### src/rtl/reorder_buffer.sv
// ---------------------------------------------------------------------------
// reorder_buffer
//
// Circular in-order retirement buffer for a SUPER-wide out-of-order core.
// Decode allocates up to SUPER entries per cycle at the tail. The
// reservation stations mark entries done by ROB index. Up to SUPER of the
// oldest contiguous done entries retire from the head each cycle.
//
// Parameters:
//   ROB_SZ  entry count (power of two, >= 2*SUPER)
//   SUPER   lanes for dispatch, completion and commit
//   PREG_W  physical destination tag width
//   IDX_W   derived ROB index width, clog2(ROB_SZ)
//
// Ports:
//   clk, rst        clock; synchronous active-high reset
//   flush           (only when ROB_FLUSH_EN is defined) discard all entries
//   alloc_valid     per-lane allocation request
//   alloc_dst       per-lane physical destination
//   alloc_idx       per-lane granted ROB index (combinational)
//   alloc_stall     fewer than SUPER free entries; nothing accepted
//   cmpl_valid      per-lane completion strobe
//   cmpl_idx        per-lane completing ROB index
//   commit_valid    in-order retire strobes, lane 0 is the oldest
//   commit_dst      per-lane retiring destination
//   count           registered occupancy
//
// Optional feature macro: ROB_FLUSH_EN (adds the flush port).
// ---------------------------------------------------------------------------
module reorder_buffer #(
    parameter int ROB_SZ = 16,
    parameter int SUPER  = 3,
    parameter int PREG_W = 6,
    localparam int IDX_W = $clog2(ROB_SZ)
) (
    input  logic                      clk,
    input  logic                      rst,
`ifdef ROB_FLUSH_EN
    input  logic                      flush,
`endif
    input  logic [SUPER-1:0]          alloc_valid,
    input  logic [SUPER*PREG_W-1:0]   alloc_dst,
    output logic [SUPER*IDX_W-1:0]    alloc_idx,
    output logic                      alloc_stall,
    input  logic [SUPER-1:0]          cmpl_valid,
    input  logic [SUPER*IDX_W-1:0]    cmpl_idx,
    output logic [SUPER-1:0]          commit_valid,
    output logic [SUPER*PREG_W-1:0]   commit_dst,
    output logic [IDX_W:0]            count
);

    localparam logic [IDX_W:0] DEPTH = (IDX_W+1)'(ROB_SZ);
    localparam logic [IDX_W:0] LANES = (IDX_W+1)'(SUPER);
    localparam logic [IDX_W:0] ONE   = (IDX_W+1)'(1);

    logic [ROB_SZ-1:0] busy;
    logic [ROB_SZ-1:0] done;
    logic [PREG_W-1:0] dst_mem [ROB_SZ];
    logic [IDX_W-1:0]  head;
    logic [IDX_W-1:0]  tail;
    logic [IDX_W:0]    cnt;

    logic [IDX_W:0]    n_alloc;
    logic [IDX_W:0]    n_commit;
    logic [SUPER-1:0]  grant;
    logic              flush_act;

`ifdef ROB_FLUSH_EN
    assign flush_act = flush;
`else
    assign flush_act = 1'b0;
`endif

    assign count = cnt;

    // Stall looks only at registered occupancy, so same-cycle commits never
    // feed back into the allocation decision.
    assign alloc_stall = (DEPTH - cnt) < LANES;

    // Allocation: lane i takes tail plus the number of valid lanes below it.
    always_comb begin
        // NOTE: every output of a combinational block gets a default before
        // any conditional logic, otherwise a latch is inferred.
        n_alloc   = '0;
        alloc_idx = '0;
        for (int i = 0; i < SUPER; i++) begin
            alloc_idx[i*IDX_W +: IDX_W] = tail + n_alloc[IDX_W-1:0];
            // NOTE: blocking assignment is deliberate here; the running
            // total must be visible to the next loop iteration.
            if (alloc_valid[i]) n_alloc = n_alloc + ONE;
        end
        grant = alloc_valid;
        if (alloc_stall || flush_act) begin
            grant   = '0;
            n_alloc = '0;
        end
    end

    // Commit: a contiguous prefix of busy+done entries starting at head.
    always_comb begin : commit_chain
        logic ok;
        ok           = !flush_act;
        n_commit     = '0;
        commit_valid = '0;
        commit_dst   = '0;
        for (int k = 0; k < SUPER; k++) begin
            ok = ok && busy[head + IDX_W'(k)] && done[head + IDX_W'(k)];
            commit_valid[k] = ok;
            commit_dst[k*PREG_W +: PREG_W] = dst_mem[head + IDX_W'(k)];
            if (ok) n_commit = n_commit + ONE;
        end
    end

    // Control state. Later assignments in this block win, so completions
    // are applied first, then commit clears, then fresh allocations.
    // Allocated slots are always free (stall guarantees room), so the three
    // groups never touch the same entry in a conflicting way.
    always_ff @(posedge clk) begin
        if (rst || flush_act) begin
            head <= '0;
            tail <= '0;
            cnt  <= '0;
            busy <= '0;
            done <= '0;
        end else begin
            for (int i = 0; i < SUPER; i++) begin
                if (cmpl_valid[i] && busy[cmpl_idx[i*IDX_W +: IDX_W]])
                    done[cmpl_idx[i*IDX_W +: IDX_W]] <= 1'b1;
            end
            for (int k = 0; k < SUPER; k++) begin
                if (commit_valid[k]) begin
                    busy[head + IDX_W'(k)] <= 1'b0;
                    done[head + IDX_W'(k)] <= 1'b0;
                end
            end
            for (int i = 0; i < SUPER; i++) begin
                if (grant[i]) begin
                    busy[alloc_idx[i*IDX_W +: IDX_W]] <= 1'b1;
                    done[alloc_idx[i*IDX_W +: IDX_W]] <= 1'b0;
                end
            end
            head <= head + n_commit[IDX_W-1:0];
            tail <= tail + n_alloc[IDX_W-1:0];
            cnt  <= cnt + n_alloc - n_commit;
        end
    end

    // NOTE: the destination array has no reset; an entry's dst is only read
    // while its busy bit is set, and busy is always written with dst.
    always_ff @(posedge clk) begin
        for (int i = 0; i < SUPER; i++) begin
            if (grant[i])
                dst_mem[alloc_idx[i*IDX_W +: IDX_W]] <= alloc_dst[i*PREG_W +: PREG_W];
        end
    end

endmodule

### config.mk
export PLATFORM = sky130hd
export DESIGN_NAME = reorder_buffer
export DESIGN_NICKNAME = d
export VERILOG_FILES = /design/src/rtl/reorder_buffer.sv
export SDC_FILE = /design/constraint.sdc
export NUM_CORES = 1
export LEC_CHECK = 0
export ABC_AREA = 1
export ABC_CLOCK_PERIOD_IN_PS = 6600
export CAP_MARGIN = 20
export CORE_ASPECT_RATIO = 1.5
export CORE_MARGIN = 5
export CORE_UTILIZATION = 40
export CTS_CLUSTER_SIZE = 24
export DETAILED_ROUTE_END_ITERATION = 12
export DONT_BUFFER_PORTS = 1
export GPL_TIMING_DRIVEN = 1
export MAX_ROUTING_LAYER = met4
export PLACE_DENSITY = 0.59
export SYNTH_ARGS = -nofsm -noshare
export SYNTH_HDL_FRONTEND = slang
export SYNTH_SLANG_ARGS = --single-unit
### constraint.sdc
create_clock -name clk -period 6.6 [get_ports clk]
set_clock_uncertainty 0.2 [all_clocks]
set_input_delay 0.99 -clock clk [delete_from_list [all_inputs] [get_ports clk]]
set_output_delay 0.99 -clock clk [all_outputs]
set_load 0.02 [all_outputs]
==> flow_summary.json <==
{
  "worstSetupEndpointType": "flop",
  "drt-initial-drc-count": 1108,
  "hold_start": "rst",
  "syn_nets": 1947,
  "critPathArrivalTime_ps": 5510,
  "root_buffer": "clkbuf_16",
  "synth-compound-area-share": 0.2026,
  "fin_crit_sh": 0.8090,
  "post-place-ws_ps": 1325,
  "final_layout_size_suffix_gt1_frac": 0.05041,
  "netlist.area_leader.share": 0.2358,
  "postCtsResizedCells": 0,
  "synthMostInstantiatedCell": "nand2_1",
  "cts_tree": "done",
  "status": "completed",
  "crit_chain": "inv_2 > ha_1 > inv_1 > nand3_1 > nand3_1 > nand3_1 > nand3_1 > nand3_1 > nor2_2 > buf_4 > ha_1 > xnor2_1 > inv_1 > ha_1 > inv_1 > ha_1 > fa_1 > nand2_1 > nand2_1 > a21oi_1 > o21ai_0 > a21oi_1",
  "placed_cell_area_sq_mm": 0.01240,
  "synthTopCellsByArea": "edfxtp_1 24%, nand2_1 14%, o21ai_0 11%",
  "ir_worst_vdd_uv": 215.1,
  "crit_path_max_incr_delay_ps": 720,
  "grt_pass1_vias": 12600,
  "fmax_ghz": 0.1873,
  "r2r-start": "head[0]$_SDFF_PP0_",
  "met2_length_mm": 27.16,
  "worst-r2r-cell-count": 22,
  "vias": 13180,
  "cp-start-kind": "flop",
  "detail_route.first_pass.iterations": 8,
  "clock_latency_ps": 450,
  "synthAdderAreaFrac": 0.03745,
  "m1WireLength_mm": 18.88,
  "synthMuxAreaShare": 0.03193,
  "finalInstanceArea_sq_mm": 0.01306,
  "detail_route.wl_per_cell_microns": 24.65,
  "yosysTopAreaCell": "edfxtp_1",
  "fillers": 3285,
  "rsz0062_at_grt": "false",
  "io_pins": 77,
  "coreArea_sq_mm": 0.03025,
  "antenna_found_initial": 0,
  "grt.overflow.total": 0,
  "synth_seq_area_share": 0.3095,
  "total_leakage_power_nw": 5.373,
  "synth_simple_gate_area_frac": 0.3152,
  "hold_class": "in2reg",
  "slowest_stage": "dfxtp_4",
  "synth_top_family_by_area": "simple AND/OR/NAND/NOR gates",
  "yosysWarnings": 0,
  "hold_ws_ps": 403.1,
  "finalHoldViolCount": 0,
  "cp_max_fo": 48,
  "required_ps": 6770,
  "grt_pass1_wl_mm": 79.51,
  "holdBufCountCts": 0,
  "maxCapViolCount": 0,
  "synth_seq_cells": 141,
  "slew_headroom": 0.2499,
  "holdPathEnd": "head[1]$_SDFF_PP0_",
  "path_clk_slew_ps": 60,
  "grt.total_usage": 0.3216,
  "synth_area_per_cell_sq_um": 6.517,
  "place_congestion": 1.061,
  "wirelength_mm": 54.85,
  "die_x_microns": 152.8,
  "netlist_area_sq_mm": 0.01223,
  "start_util": 0.4041,
  "critPathKind": "reg2reg",
  "route.met3.wl_mm": 3.173,
  "final_nets": 1883,
  "fin_crit_ps": 5340,
  "drc_errors": 0,
  "hold_path_depth": 1,
  "finalWorstSetupSlack_ps": 1260,
  "vias_per_cell": 5.925,
  "cts.sinks": 141,
  "cts-buffers-inserted": 17,
  "synth_cell_type_count": 45,
  "worstMarginPinSlew_ps": 1121,
  "cts_max_level": 4,
  "fp.dieArea_sq_mm": 0.03424,
  "highest_layer": "met4",
  "fp.dieH_microns": 224.1,
  "setup_violations": 0,
  "synthXorXnorAreaFrac": 0.005731,
  "grt_max_degree": 80,
  "yosys_most_used_dff": "edfxtp_1",
  "hpwlAfterDp_mm": 43.41,
  "postCtsSetupBuffers": 0,
  "max-clock-path-buffers": 2,
  "synth_edf_count": 96,
  "r2r_end": "count[4]$_SDFF_PP0_",
  "crit_top_cell": "nand3_1",
  "ys_async_sr_fraction": 0,
  "reg2reg_slack_ps": 1260,
  "n_antenna_cell": 0,
  "port_buffers": 0,
  "antenna_left": 0,
  "drv_slew": 0,
  "rows": 78,
  "areaGrowthSynthToFinish_pct": 6.774,
  "tns_ps": 0,
  "netlist_instances": 1876,
  "yosys-top-cells-count": "443 x nand2_1, 264 x o21ai_0, 192 x inv_1",
  "power_density_mw_per_mm2": 311.7
}
-- through the flow --
step	cells	util	total power [mW]
after global routing	2225	0.4315	4.288
after global placement	2192	0.4099	2.967
after CTS	2224	0.4313	4.049
after detailed placement	2192	0.4099	2.979
after floorplan	1876	-	2.462
final	2225	0.4315	4.069
-- how the worst max path moves through the flow --
stage / start / end / cells past startpoint
finish: head[0]$_SDFF_PP0_ / count[4]$_SDFF_PP0_ / 22
CTS: head[0]$_SDFF_PP0_ / count[4]$_SDFF_PP0_ / 22
global route: head[0]$_SDFF_PP0_ / count[3]$_SDFF_PP0_ / 20
global placement: head[0]$_SDFF_PP0_ / count[4]$_SDFF_PP0_ / 22
detailed placement: head[0]$_SDFF_PP0_ / count[4]$_SDFF_PP0_ / 22
floorplan: head[1]$_SDFF_PP0_ / count[4]$_SDFF_PP0_ / 26
-- logic make-up (layout without fill, tap and decap cells) --
kind of cell	Yosys count	after routing
DFF	141	141
AOI/OAI and AO/OA	468	468
xor gates and xnor gates	8	8
and+or+nand+nor	884	884
muxes	39	39
adders and majority gates	33	33
buffers and inverters	303	252
-- report_power, final --
group	internal (mW)	switching, mW	total (mW)
Clock	0.672	0.409	1.08
Sequential	1.18	0.243	1.43
Combinational	0.411	1.15	1.56
Total	2.27	1.80	4.07
-- per-layer routing --
metal | up-vias | track usage
met5 | - | -
met4 | 0 | 0.2606
met3 | 241 | 0.04967
met2 | 614 | 0.5573
met1 | 6094 | 0.3179
li1 | 6234 | -
-- critical path, delay by kind of cell, from the launching register on --
family | cells | cell delay, ps
adders and majority gates | 5 | 1570
buffers and inverters | 5 | 1400
and+or+nand+nor | 8 | 770
DFF | 1 | 720
AOI/OAI and AO/OA | 3 | 400
xor gates and xnor gates | 1 | 160
-- layout make-up --
class | count | area (sq um) | share of cell area
repair buffers | 12 | 90.09 | 0.006901
flip-flops and latches | 141 | 3789 | 0.2902
clock buffers | 18 | 429.2 | 0.03287
well taps | 400 | 500.5 | 0.03834
multi-input cells | 1432 | 7249 | 0.5553
clock inverters | 14 | 216.5 | 0.01658
inverters | 208 | 780.7 | 0.05980
-- flip-flops by register name, indices dropped and copies added (netlist names) --
signal / count
done: 16
busy: 16
head: 4
count: 5
tail: 4
dst_mem: 96
-- cells in the final DEF (no fill, tap or decap), drive strengths merged, types with 5 or more instances in the layout --
master and instances:
nand3 148, nor2 191, clkbuf 18, nor3 21, o22ai 18, buf 12
nand4 65, bufinv 5, edfxtp 96, mux2i 39, o211ai 31, nand2 452
o21ai 270, a21oi 139, clkinv 8, fa 6, ha 27, dfxtp 45
inv 208
Note: power is estimated with default switching activity, not from simulation.
